===== src/rtl/reg_scoreboard_if.sv =====
`default_nettype none
// ============================================================================
//  Module      : reg_scoreboard_if
//  Description : Decode/writeback bundle shared by the register scoreboard and
//                the pipeline control that drives it.
//  Revision    : 1.0 - initial release
// ============================================================================
interface reg_scoreboard_if #(
    parameter int NREGS = 32,
    parameter int AW    = 5
);
    // Decode-stage request
    logic             id_valid;
    logic [AW-1:0]    id_rs;
    logic [AW-1:0]    id_rt;
    logic             id_use_rt;
    logic             id_regwrite;
    logic [AW-1:0]    id_dest;
    // Writeback commit (same strobe/address as the register file write port)
    logic             wb_regwrite;
    logic [AW-1:0]    wb_rd;
    // Scoreboard responses
    logic             stall;
    logic             issue;
    logic [NREGS-1:0] busy_mask;
    logic             err_underflow;

    // Pipeline control side
    modport master (
        output id_valid, id_rs, id_rt, id_use_rt, id_regwrite, id_dest,
        output wb_regwrite, wb_rd,
        input  stall, issue, busy_mask, err_underflow
    );

    // Scoreboard side
    modport slave (
        input  id_valid, id_rs, id_rt, id_use_rt, id_regwrite, id_dest,
        input  wb_regwrite, wb_rd,
        output stall, issue, busy_mask, err_underflow
    );
endinterface
`default_nettype wire


===== src/rtl/reg_scoreboard.sv =====
`default_nettype none
// ============================================================================
//  Module      : reg_scoreboard
//  Description : Per-GPR pending-write counters. Stalls decode while a source
//                operand has an outstanding producer or the destination
//                counter is saturated. r0 is never tracked.
//  Revision    : 1.0 - initial release
// ============================================================================
module reg_scoreboard #(
    parameter int NREGS = 32,
    parameter int AW    = 5,
    parameter int CNT_W = 2
) (
    input  logic            clk,
    input  logic            rst,
    reg_scoreboard_if.slave sb
);
    localparam logic [CNT_W-1:0] c_cnt_max  = '1;
    localparam logic [CNT_W-1:0] c_cnt_zero = '0;

    // Real counters exist only for r1..rN-1; w_cnt gives a full view with r0 at 0
    logic [CNT_W-1:0] r_cnt [1:NREGS-1];
    logic [CNT_W-1:0] w_cnt [NREGS];
    logic             r_err_underflow;

    logic w_raw_rs;
    logic w_raw_rt;
    logic w_full;
    logic w_stall;
    logic w_issue;
    logic w_inc;
    logic w_dec;
    logic w_same_reg;
    logic w_underflow;
    logic [NREGS-1:0] w_busy;

    // Flatten counters into an index-0-inclusive view, r0 reading as zero
    always_comb begin
        w_cnt[0] = c_cnt_zero;
        for (int i = 1; i < NREGS; i++) begin
            w_cnt[i] = r_cnt[i];
        end
    end

    // Hazards use only registered counts: a commit this cycle is not bypassed
    assign w_raw_rs = (w_cnt[sb.id_rs] != c_cnt_zero);
    assign w_raw_rt = sb.id_use_rt && (w_cnt[sb.id_rt] != c_cnt_zero);
    assign w_full   = sb.id_regwrite && (sb.id_dest != '0) &&
                      (w_cnt[sb.id_dest] == c_cnt_max);
    assign w_stall  = sb.id_valid && (w_raw_rs || w_raw_rt || w_full);
    assign w_issue  = sb.id_valid && !w_stall;

    assign w_inc      = w_issue && sb.id_regwrite && (sb.id_dest != '0);
    assign w_dec      = sb.wb_regwrite && (sb.wb_rd != '0);
    assign w_same_reg = (sb.id_dest == sb.wb_rd);
    // A commit against an idle counter is an error unless an issue to the same
    // register lands in the same cycle (the pair nets to no change)
    assign w_underflow = w_dec && !(w_inc && w_same_reg) &&
                         (w_cnt[sb.wb_rd] == c_cnt_zero);

    generate
        for (genvar gi = 1; gi < NREGS; gi++) begin : g_cnt
            logic w_inc_hit;
            logic w_dec_hit;

            assign w_inc_hit = w_inc && (sb.id_dest == AW'(gi));
            assign w_dec_hit = w_dec && (sb.wb_rd == AW'(gi));

            // Per-register pending count: +1 on issue, -1 on commit, floor at 0
            always_ff @(posedge clk or posedge rst) begin
                if (rst) begin
                    r_cnt[gi] <= c_cnt_zero;
                end else if (w_inc_hit && !w_dec_hit) begin
                    r_cnt[gi] <= r_cnt[gi] + 1'b1;
                end else if (w_dec_hit && !w_inc_hit && (r_cnt[gi] != c_cnt_zero)) begin
                    r_cnt[gi] <= r_cnt[gi] - 1'b1;
                end
            end
        end
    endgenerate

    // Sticky underflow flag, cleared only by reset
    always_ff @(posedge clk or posedge rst) begin
        if (rst) begin
            r_err_underflow <= 1'b0;
        end else if (w_underflow) begin
            r_err_underflow <= 1'b1;
        end
    end

    // One busy bit per register, r0 always clear
    always_comb begin
        w_busy = '0;
        for (int i = 0; i < NREGS; i++) begin
            w_busy[i] = (w_cnt[i] != c_cnt_zero);
        end
    end

    assign sb.stall         = w_stall;
    assign sb.issue         = w_issue;
    assign sb.busy_mask     = w_busy;
    assign sb.err_underflow = r_err_underflow;

endmodule
`default_nettype wire


===== src/flat_wrapper.sv =====
// flat-port wrapper written by rule: the top's interface ports become plain ports
module reg_scoreboard_flat 
#(
    parameter int NREGS = 32,
    parameter int AW    = 5,
    parameter int CNT_W = 2
)
  (clk, rst, sb_id_valid, sb_id_rs, sb_id_rt, sb_id_use_rt, sb_id_regwrite, sb_id_dest, sb_wb_regwrite, sb_wb_rd, sb_stall, sb_issue, sb_busy_mask, sb_err_underflow);
  reg_scoreboard_if #(.NREGS(NREGS), .AW(AW)) sb_i ();
  input  logic clk;
  input  logic rst;
  input wire logic [$bits(sb_i.id_valid)-1:0] sb_id_valid;
  input wire logic [$bits(sb_i.id_rs)-1:0] sb_id_rs;
  input wire logic [$bits(sb_i.id_rt)-1:0] sb_id_rt;
  input wire logic [$bits(sb_i.id_use_rt)-1:0] sb_id_use_rt;
  input wire logic [$bits(sb_i.id_regwrite)-1:0] sb_id_regwrite;
  input wire logic [$bits(sb_i.id_dest)-1:0] sb_id_dest;
  input wire logic [$bits(sb_i.wb_regwrite)-1:0] sb_wb_regwrite;
  input wire logic [$bits(sb_i.wb_rd)-1:0] sb_wb_rd;
  output wire logic [$bits(sb_i.stall)-1:0] sb_stall;
  output wire logic [$bits(sb_i.issue)-1:0] sb_issue;
  output wire logic [$bits(sb_i.busy_mask)-1:0] sb_busy_mask;
  output wire logic [$bits(sb_i.err_underflow)-1:0] sb_err_underflow;
  assign sb_i.id_valid = sb_id_valid;
  assign sb_i.id_rs = sb_id_rs;
  assign sb_i.id_rt = sb_id_rt;
  assign sb_i.id_use_rt = sb_id_use_rt;
  assign sb_i.id_regwrite = sb_id_regwrite;
  assign sb_i.id_dest = sb_id_dest;
  assign sb_i.wb_regwrite = sb_wb_regwrite;
  assign sb_i.wb_rd = sb_wb_rd;
  assign sb_stall = sb_i.stall;
  assign sb_issue = sb_i.issue;
  assign sb_busy_mask = sb_i.busy_mask;
  assign sb_err_underflow = sb_i.err_underflow;
  reg_scoreboard #(.NREGS(NREGS), .AW(AW), .CNT_W(CNT_W)) u_core (.clk(clk), .rst(rst), .sb(sb_i));
endmodule

===== config.mk =====
export PLATFORM = sky130hd
export DESIGN_NAME = reg_scoreboard_flat
export DESIGN_NICKNAME = d
export VERILOG_FILES = /design/src/rtl/reg_scoreboard_if.sv /design/src/rtl/reg_scoreboard.sv /design/src/flat_wrapper.sv
export SDC_FILE = /design/constraint.sdc
export NUM_CORES = 1
export LEC_CHECK = 0
export CAP_MARGIN = 20
export CORE_MARGIN = 2
export CORE_UTILIZATION = 45
export CTS_BUF_LIST = sky130_fd_sc_hd__clkbuf_8
export CTS_CLUSTER_SIZE = 30
export DETAILED_ROUTE_END_ITERATION = 12
export PLACE_DENSITY = 0.65
export REMOVE_ABC_BUFFERS = 1
export SLEW_MARGIN = 20
export SYNTH_ARGS = -nofsm -noshare
export SYNTH_HDL_FRONTEND = slang
export SYNTH_SLANG_ARGS = --single-unit

===== constraint.sdc =====
create_clock -name clk -period 5.79 [get_ports clk]
set_input_delay 1.158 -clock clk [delete_from_list [all_inputs] [get_ports clk]]
set_output_delay 1.158 -clock clk [all_outputs]
set_load 0.005 [all_outputs]

==> out/results.txt <==
Clock Latency Late Sink: 0.38 ns
final hold violations: 0
RePlAce Congestion: 0.9452
Int Power: 1.083 mW
Net Sw Power: 0.6526 mW
dominant cell type by area after synthesis: dfrtp_1
Final Power: 1.736 mW
clock power share: 0.290
post-route insts no fill: 1001
most frequent cells in the layout: nor2_1 (75), a21oi_1 (74), nand2_1 (65), dfrtp_1 (63)
CP Capture Type: primary output
pwr dens: 238.3 mW/mm2
CP max FO: 11
largest net degree at the start of global routing: 80
Post-Syn Instances: 777
footprint of the multi-input gates: 0.004194 mm2
Initial Util: 0.4600
RSZ-0062 raised after global routing: false
clock tree buffer depth: 2
diode count: 0
DIE HEIGHT: 122.9 um
worst reg2reg path startpoint: u_core.r_cnt[40]
CP required: 4.63 ns
root buffer cell: clkbuf_8
Reg power frac: 0.326
maximum clock rate: 184.1 MHz
Residual DRC: 0
register bit total from synthesis: 63
placed insts: 986
commonest non-fill, non-tap cell in the layout: nor2_1
Register Area: 0.001577 mm2
Detailed Routing Iterations Pass 1: 8
dpl cell area: 0.007039 mm2
Core Util, Final: 0.5268
initial antenna violation count: 0
final setup vio count: 0
Comb pwr share: 0.384
H-tree levels: 3
Avg Synthesized Cell Area: 8.187 um2
area delta synth->final: 14.52%
Post-synth EDFFs: 0
DR WL/cell: 22.66 um
Fin Setup TNS: 0 ns
Synth Warn #: 0
ys flop type: dfrtp_1
crit path from: sb_id_rs[1]
post-synthesis sequential area ratio: 0.2478
area share of the largest cell type after synthesis: 0.2478
relative slew slack: 0.2730
final wirelength: 22680 um
Detail Route Antenna Nets: 0
row count: 43
asr flop ratio synth: 1.000
Reg clk slew, reported paths: 0.08 ns
Distinct cells, synth: 76
Switching Share: 0.3760
Core Footprint: 0.01383 mm2
PortBufs: 59
area of the mapped netlist: 0.006361 mm2
post-DP HPWL: 16730 um
Min Hold Slack: 0.4789 ns
# fillers: 1365
slew at the pin with the worst max-slew slack: 1.088 ns
Final Slew Violations: 0
Tmin final: 5.433 ns
Layout Skew: 0.01298 ns
Hold Path Origin: u_core.sb.err_underflow
CTS tree: done
crit path launch type: primary input
worst setup slack after layout: 0.3567 ns
Final period util: 0.9384
CP Class: in -> out
fin area: 0.007284 mm2
die area: 0.01510 mm2
pre-CTS setup slack: 0.4165 ns
Hold Path Class: reg -> reg
via/cell ratio: 6.722
CTS Buf Count: 9
status: finished, final reports clean
DR vias: 6729
CTS Hold Bufs: 0
vias in the first global route: 6457
clk sinks: 63
IR drop worst, VDD: 0.1538 mV
post-CTS setup buffers: 0
grt total ovfl: 0
NumNets Final: 843
leak pwr: 2.593 nW
max-cap viol count: 0
Synth area leaders: dfrtp_1 (25%), mux4_2 (8.5%), a21oi_1 (5.8%), a2111oi_2 (4.5%), nor2_1 (4.4%)
first-pass GRT wire length: 35990 um
Arr. time, crit path: 4.28 ns
die width: 122.9 um
ratio of cells with drive above 1 in the final layout: 0.1364
GRT Total Usage: 0.3150
io pins: 61
initial drt markers: 850
PostCTS Resize Cnt: 0
## per-layer routing
metal	part of all wire	wire, um	global-route usage	vias up
met1	0.41	9269	0.4193	3262
li1	-	-	-	2989
met5	0.0016	36	0	-
met3	0.082	1857	0.06365	76
met2	0.47	10560	0.4962	400
met4	0.042	951	0.1379	2
## kinds of logic after synthesis
family,after synthesis,share of synthesized area
multiplexers,28,0.09658
AO/OA/AOI/OAI,216,0.2565
other,1,0.0005895
XOR/XNOR,29,0.03993
buffers and inverters,119,0.09284
flip-flops,63,0.2478
AND/OR/NAND/NOR,321,0.2657
## area by class of cell
| type | count | area share |
|---|---|---|
| Multi-Input combinational cell | 595 | 0.5757 |
| Clock inverter | 4 | 0.01288 |
| Tap cell | 180 | 0.03092 |
| Inverter | 61 | 0.03160 |
| Timing Repair Buffer | 87 | 0.1116 |
| Sequential cell | 63 | 0.2164 |
| Clock buffer | 11 | 0.02078 |
## registers in the layout (all words and copies together) (netlist names)
| register | count |
|---|---|
| u_core.r_cnt | 62 |
| u_core.sb.err_underflow | 1 |
## cells in the mapped netlist, drive strengths merged, types with 3 or more instances
| library cell | count |
|---|---|
| a2111oi | 30 |
| a211o | 4 |
| a211oi | 9 |
| a21o | 5 |
| a21oi | 74 |
| a22oi | 24 |
| a311oi | 3 |
| a31oi | 21 |
| and2 | 4 |
| and3 | 9 |
| buf | 25 |
| clkbuf | 33 |
| dfrtp | 63 |
| inv | 60 |
| mux4 | 26 |
| nand2 | 65 |
| nand2b | 9 |
| nand3 | 21 |
| nand3b | 23 |
| nand4 | 17 |
| nand4b | 5 |
| nor2 | 77 |
| nor2b | 6 |
| nor3 | 37 |
| nor3b | 3 |
| nor4 | 18 |
| nor4b | 4 |
| o21ai | 26 |
| or2 | 5 |
| or3 | 7 |
| or3b | 4 |
| xnor2 | 27 |
## worst paths after layout
kind / slack [ns] / end / cells past startpoint
max reg2reg: 2.23 / u_core.r_cnt[38] / 8
max in group asynchronous: 3.83 / u_core.r_cnt[21] / 3
max: 0.36 / sb_issue / 9
min: 0.48 / u_core.sb.err_underflow / 1
min reg2reg: 0.48 / u_core.sb.err_underflow / 1
min in group asynchronous: 1.38 / u_core.sb.err_underflow / 3
## power groups by stage
| stage | clock network [mW] | logic, mW | registers [mW] |
|---|---|---|---|
| 3_5_place_dp | 0 | 0.654 | 0.572 |
| 5_1_grt | 0.530 | 0.717 | 0.576 |
| 2_1_floorplan | 0 | 0.366 | 0.551 |
| 4_1_cts | 0.506 | 0.657 | 0.564 |
| 6_report | 0.504 | 0.666 | 0.566 |
| 3_3_place_gp | 0 | 0.640 | 0.567 |
## critical path, cell delays in order
cell             delay, ns
clkdlybuf4s50_1       0.64
nor3_1                0.30
a2111oi_0             0.10
or4_1                 0.59
a32o_1                0.26
a211o_1               0.36
a21oi_1               0.21
and2_1                0.16
clkdlybuf4s50_1       0.50
Power figures use the tool's default switching activity.
